`src/rtl/mem_access_unit.sv`:
```
// mem_access_unit: memory-stage bus access unit.
// Takes one load or store per M-stage instruction and runs it on a single-outstanding
// req/ack bus. The pipeline is stalled until the bus completes. The load result is
// registered into ReadDataM for capture into the writeback stage.
// Optional feature: define MEM_TIMEOUT_EN to add a bus watchdog. The watchdog aborts
// an unacknowledged access after TIMEOUT BUS cycles and pulses MemErrM.
module mem_access_unit #(
    parameter int SIZE    = 32,
    parameter int TIMEOUT = 16
) (
    input  logic            CLK,
    input  logic            RST,
    input  logic            MemReadM,
    input  logic            MemWriteM,
    input  logic            ByteM,
    input  logic [SIZE-1:0] ALUOutM,
    input  logic [SIZE-1:0] WriteDataM,
    output logic            StallM,
    output logic [SIZE-1:0] ReadDataM,
    output logic            MemErrM,
    output logic            BusReq,
    output logic            BusWe,
    output logic [SIZE-1:0] BusAddr,
    output logic [3:0]      BusBE,
    output logic [SIZE-1:0] BusWData,
    input  logic            BusAck,
    input  logic [SIZE-1:0] BusRData
);

    typedef enum logic [1:0] {
        IDLE = 2'd0,
        BUS  = 2'd1,
        DONE = 2'd2
    } state_t;

    state_t      state;
    logic        is_byte;   // access in flight is a byte access
    logic [1:0]  lane;      // byte lane of the access in flight
    logic        pending;
    logic [7:0]  lane_data;
    logic [SIZE-1:0] load_data;

    assign pending = MemReadM | MemWriteM;

    // The instruction may only advance once its access has reached DONE.
    assign StallM = pending & (state != DONE);

    // Extract the addressed byte lane for byte loads, or pass the word through.
    always_comb begin
        lane_data = BusRData[{lane, 3'b000} +: 8];
        load_data = is_byte ? {{(SIZE-8){1'b0}}, lane_data} : BusRData;
    end

`ifdef MEM_TIMEOUT_EN
    localparam int CW = $clog2(TIMEOUT + 1);
    logic [CW-1:0] wait_cnt;
    logic          mem_err;
    assign MemErrM = mem_err;
`else
    assign MemErrM = 1'b0;
`endif

    // Access FSM: latches the bus fields on IDLE->BUS, waits for ack, then spends one DONE cycle.
    always_ff @(posedge CLK) begin
        // NOTE: every register here uses <= so that all of them sample the pre-edge values.
        if (RST) begin
            state     <= IDLE;
            BusReq    <= 1'b0;
            BusWe     <= 1'b0;
            BusAddr   <= '0;
            BusBE     <= '0;
            BusWData  <= '0;
            ReadDataM <= '0;
            is_byte   <= 1'b0;
            lane      <= 2'b00;
`ifdef MEM_TIMEOUT_EN
            wait_cnt  <= '0;
            mem_err   <= 1'b0;
`endif
        end else begin
            case (state)
                IDLE: begin
                    if (pending) begin
                        state    <= BUS;
                        BusReq   <= 1'b1;
                        // A load/store conflict resolves to a store.
                        BusWe    <= MemWriteM;
                        BusAddr  <= {ALUOutM[SIZE-1:2], 2'b00};
                        is_byte  <= ByteM;
                        lane     <= ALUOutM[1:0];
                        if (ByteM) begin
                            BusBE    <= 4'b0001 << ALUOutM[1:0];
                            BusWData <= {(SIZE/8){WriteDataM[7:0]}};
                        end else begin
                            BusBE    <= 4'b1111;
                            BusWData <= WriteDataM;
                        end
`ifdef MEM_TIMEOUT_EN
                        wait_cnt <= '0;
`endif
                    end
                end
                BUS: begin
                    // An ack in the expiry cycle takes priority over the watchdog.
                    if (BusAck) begin
                        state  <= DONE;
                        BusReq <= 1'b0;
                        if (!BusWe) begin
                            ReadDataM <= load_data;
                        end
`ifdef MEM_TIMEOUT_EN
                    end else if (wait_cnt == CW'(TIMEOUT - 1)) begin
                        state   <= DONE;
                        BusReq  <= 1'b0;
                        mem_err <= 1'b1;
                        if (!BusWe) begin
                            ReadDataM <= '1;
                        end
                    end else begin
                        wait_cnt <= wait_cnt + CW'(1);
`endif
                    end
                end
                DONE: begin
                    state <= IDLE;
`ifdef MEM_TIMEOUT_EN
                    mem_err <= 1'b0;
`endif
                end
                // NOTE: the unused encoding recovers to IDLE instead of locking up.
                default: state <= IDLE;
            endcase
        end
    end

endmodule

```
`config.mk`:
```
export PLATFORM = sky130hd
export DESIGN_NAME = mem_access_unit
export DESIGN_NICKNAME = d
export VERILOG_FILES = /design/src/rtl/mem_access_unit.sv
export SDC_FILE = /design/constraint.sdc
export NUM_CORES = 1
export LEC_CHECK = 0
export ABC_CLOCK_PERIOD_IN_PS = 1800
export CAP_MARGIN = 20
export CORE_MARGIN = 4
export CORE_UTILIZATION = 30
export CTS_CLUSTER_DIAMETER = 80
export DETAILED_ROUTE_END_ITERATION = 16
export HOLD_SLACK_MARGIN = 0.08
export PLACE_DENSITY = 0.65
export RECOVER_POWER = 50
export SETUP_SLACK_MARGIN = 0.2
export SYNTH_ARGS = -nofsm -noshare
export SYNTH_HDL_FRONTEND = slang
export SYNTH_SLANG_ARGS = --single-unit
```
`constraint.sdc`:
```
create_clock -name CLK -period 1.8 [get_ports CLK]
set_clock_uncertainty 0.05 [all_clocks]
set_input_delay 0.45 -clock CLK [delete_from_list [all_inputs] [get_ports CLK]]
set_output_delay 0.45 -clock CLK [all_outputs]
set_load 0.03 [all_outputs]
```
-- Word-level counts from Yosys, hierarchy flattened
Index checks and enable logic that the tools add are counted.
- logic and storage cells: 33
- bits of input ports: 102
- output and inout bits: 104
- register bits after elaboration: 105
- bitwise logic cells: 3
- mux-type cells: 9
- reductions and logical operators: 6
- shift operators: 2
- equal/unequal tests: 4
- operators with widths (kind ; count):
    $mux W32 ; 2
    $shiftx A32 B6 Y8 ; 1
    $ne A2 B2 Y1 const B ; 3
    $reduce_and A3 Y1 ; 2
    $mux W2 ; 2
    $mux W4 ; 1
    $pmux W2 S2 ; 1
    $reduce_and A2 Y1 ; 2
    $shl A1 B2 Y4 const A ; 1
    $eq A2 B1 Y1 const B ; 1
    $logic_not A2 Y1 ; 1
    $mux W1 ; 2
    $pmux W1 S2 ; 1
    $reduce_bool A2 Y1 ; 1
    $and A1 B1 Y1 ; 1
    $not A1 Y1 ; 1
    $or A1 B1 Y1 ; 1

-- Longest topological paths before layout
- depth in word-level cells: 3
- gate-level depth with buffers: 5
- mapped depth without buffers: 3

-- Worst setup path before layout
No wires, ideal clock.
- path type: input to output
- start point: input MemWriteM
- end point: output StallM
- data arrival time: 1.182 ns
- cell stages on the path: 3
- required time: 1.300 ns
- slack: 0.118 ns
- path buffers: 1
- cells stage by stage: nor2_2 -> clkbuf_1 -> a21oi_1
- cells in the longest elaborated chain, start to end: 2
- RTL lines (element ; RTL line ; source):
    from (decl) ; 14 ; input logic MemWriteM,
    $or A1 B1 Y1 ; 43 ; assign pending = MemReadM | MemWriteM;
    $and A1 B1 Y1 ; 46 ; assign StallM = pending & (state != DONE);
    to (decl) ; 18 ; output logic StallM,
No other way between the ends.

-- Worst setup path in the final report
- start point: register state[1]
- end point: register BusBE[3]
- cells in the longest elaborated chain, start to end: 2
- RTL lines (element ; RTL line ; source):
    from (decl) ; 36 ; state_t state;
    from (signal assigned) ; 67 ; state <= IDLE;
    from (signal assigned) ; 84 ; state <= BUS;
    from (signal assigned) ; 106 ; state <= DONE;
    $logic_not A2 Y1 ; 81 ; case (state)
    $reduce_and A2 Y1 (no source line) ; - ;
    to (signal assigned) ; 92 ; BusBE <= 4'b0001 << ALUOutM[1:0];
    to (decl) ; 24 ; output logic [3:0] BusBE,
No other way between the ends.
A chain may end at the register's enable or synchronous reset.

==> metrics.txt <==
GRT overflow=0; first-pass GRT wire length=23.9 mm; post-synthesis mux area share=~5.7%; Initial Util=between 30% and 40%; Synth Area in Simple Gates=16.5%; Slew Limit Fails=0; Yosys top cell area share=47.3%; Hold Crit Endpoint=ReadDataM[27]$_SDFFE_PP0P_; clock sink count=105; post-synthesis compound-gate area fraction=24.3%; number of hold buffers added after CTS=0; DRC violations left=0; Detail Placement HPWL=10.9 mm; status=finished clean; RR Endpoint=BusBE[3]$_SDFFE_PP0P_; Ant. Diodes=0; Post-synth EDFFs=0; sequential share of the synthesized area=47.3%; clk_lat worst skew=roughly 340 ps; worst reg2reg path depth=3; synthesized flop and latch total=between 100 and 150; routed vias=~4,600; Async S/R FF share, synth=0%; Core Rows=44; R2R Setup Slk=180 ps; synth warn=0; GRT Util Overall=17.8%; worst min-delay path class=register to register; Root Buffer=clkbuf_16; hold path startpoint=ReadDataM[27]$_SDFFE_PP0P_; placed instance count=about 860; WHS Path Cells=2; CTS tree=yes; CP Launch Type=register; Final Non-Filler Cells=876; top cells by count, synth=dfxtp_1, a21oi_1, o21ai_0; crit share post-route=90.2%; share of cells above drive strength 1=9.68%; Syn Inst Count=508; minimum clock period=1620 ps; top-count cell post-synth=dfxtp_1; Die Area=about 17,000 sq um; Yosys top cell by area=dfxtp_1; Required @ worst endpoint=1940 ps; final setup fails=0; ANT nets after route=0; maximum VDD drop=0.000789 V; pin count of the biggest net entering global routing=56; I/O pin count=206; Worst-Margin Slew=~660 ps; Post-Synth Adder-Cell Area=0%; number of CTS-inserted buffers=9; Nets=789; gpl congestion=0.749; # fillers=1,498; Die X=130 um; 1st-iter DRT viols=roughly 360; Pwr Total=5950 uW; syn avg cell area=8.75 sq um; pwr/cell area=906 nW/um^2; core area=14,500 sq um; initial antenna violation count=0; library cells used by synthesis=34; reg2reg start=state[1]$_SDFFE_PP0P_; Routed WL per cell=17.6 um; vias in the first global route=4,533; Total Wirelength=15.4 mm; Port Buf Inserts=202; vias per cell=5.23; MaxCap Viol Count=0; Slew headroom=56.1%; largest family of logic cells by synthesized area=compound AO/OA/AOI/OAI gates; crit-path max FO=27; DRT Pass-1 Iters=5; CTS HTree Levels=3; Post-Synth XOR/XNOR Area=0%; Worst Setup End Kind=register; Fmax=616 MHz; CTS Buffer Depth=2; post-synthesis cell area=about 4400 sq um; Clock transition at path regs=about 70 ps; critical path type=register to register; RSZ-0062 raised after global routing=yes; DIE HEIGHT=between 100 and 150 um; ys flop type=dfxtp_1; Lkg Pwr=0.00233 uW; WP data arrival=1770 ps; endpoints failing hold=0; Area contributors post-synth=dfxtp_1, a21oi_1, nand3b_1; Layout area overhead=47.6%
## worst max-delay path by stage
stage	to	from	slack, ps
6_report	BusBE[3]$_SDFFE_PP0P_	state[1]$_SDFFE_PP0P_	180
5_1_grt	ReadDataM[10]$_SDFFE_PP0P_	BusAck	90
4_1_cts	BusWe	BusWe$_SDFFE_PP0P_	130
3_5_place_dp	BusBE[3]$_SDFFE_PP0P_	MemWriteM	-260
3_3_place_gp	BusBE[2]$_SDFFE_PP0P_	MemWriteM	-190
2_1_floorplan	StallM	MemWriteM	270
## per-layer routing
metal  up-vias  share of wire (%)  GRT usage [%]
met5         -                  0              0
met3        16                 10           7.33
met1      2191                 41           22.4
li1       2197                  -              -
met4         0                1.5           4.65
met2       181                 47           28.3
## cells by family after synthesis
group | Yosys count
simple gates | 128
compound gates | 191
flops | 105
mux | 25
buf+inv | 58
other cells | 1
## area by class of cell
type                       instances  area [sq um]  area share (%)
clock buffer                      10           229            3.49
timing repair buffer             223          1860            28.4
tap                              184           230            3.51
multi-input combinational        347          2090            31.8
clock inverter                     6          45.0           0.686
sequential                       105          2100            32.0
inverter                           1          3.75          0.0572
## critical path, cell delays in order, from the launching register on
cell	delay [ps]
dfxtp_1	390
or2_1	300
nor2_4	520
a311oi_1	210
## what timing repair did
action	CTS	global route
setup endpoints to repair	117	95
pin swaps	2	1
buffers inserted	3	0
gates resized for setup	214	79
## per-stage QoR
step	utilization, %	area [sq um]	setup TNS (ps)	hold WS [ps]	setup slack (ps)
6_report	45.2	6560	0	406	177
5_1_grt	45.2	6560	0	431	90.8
4_1_cts	48.1	6980	0	408	134
3_5_place_dp	45.9	6670	-7800	401	-261
3_3_place_gp	45.9	6670	-5660	389	-189
2_1_floorplan	-	4460	0	451	272
## flip-flops by register name, indices dropped and copies added, names as in the netlist
register	cells
BusAddr	30
is_byte	1
BusReq	1
state	2
BusWe	1
BusBE	4
BusWData	32
lane	2
ReadDataM	32
## power breakdown
| group | total (uW) | internal, uW | switching (uW) | leakage, uW |
|---|---|---|---|---|
| registers | 2620 | 2510 | 110 | 0.000864 |
| clock network | 1830 | 941 | 888 | 0.000125 |
| logic | 1500 | 581 | 915 | 0.00135 |
| total | 5940 | 4030 | 1910 | 0.00233 |
## layout by cell type (no fill, tap or decap), types with 2 or more instances in the layout
master,instances
a211oi_1,31
a21oi_1,96
a311oi_1,3
buf_12,7
buf_2,2
buf_4,11
clkbuf_1,68
clkbuf_16,9
clkdlybuf4s15_1,15
clkdlybuf4s15_2,20
clkdlybuf4s50_1,97
clkinv_4,2
clkinvlp_4,3
conb_1,3
dfxtp_1,104
dlygate4sd2_1,2
mux2i_1,24
nand2_1,30
nand2b_1,2
nand3_1,41
nand3b_1,34
nor2_4,3
nor2b_1,7
nor3_1,4
o21ai_0,42
o22ai_1,8
o31ai_1,7
No activity file was read; power rests on OpenSTA's default activity.
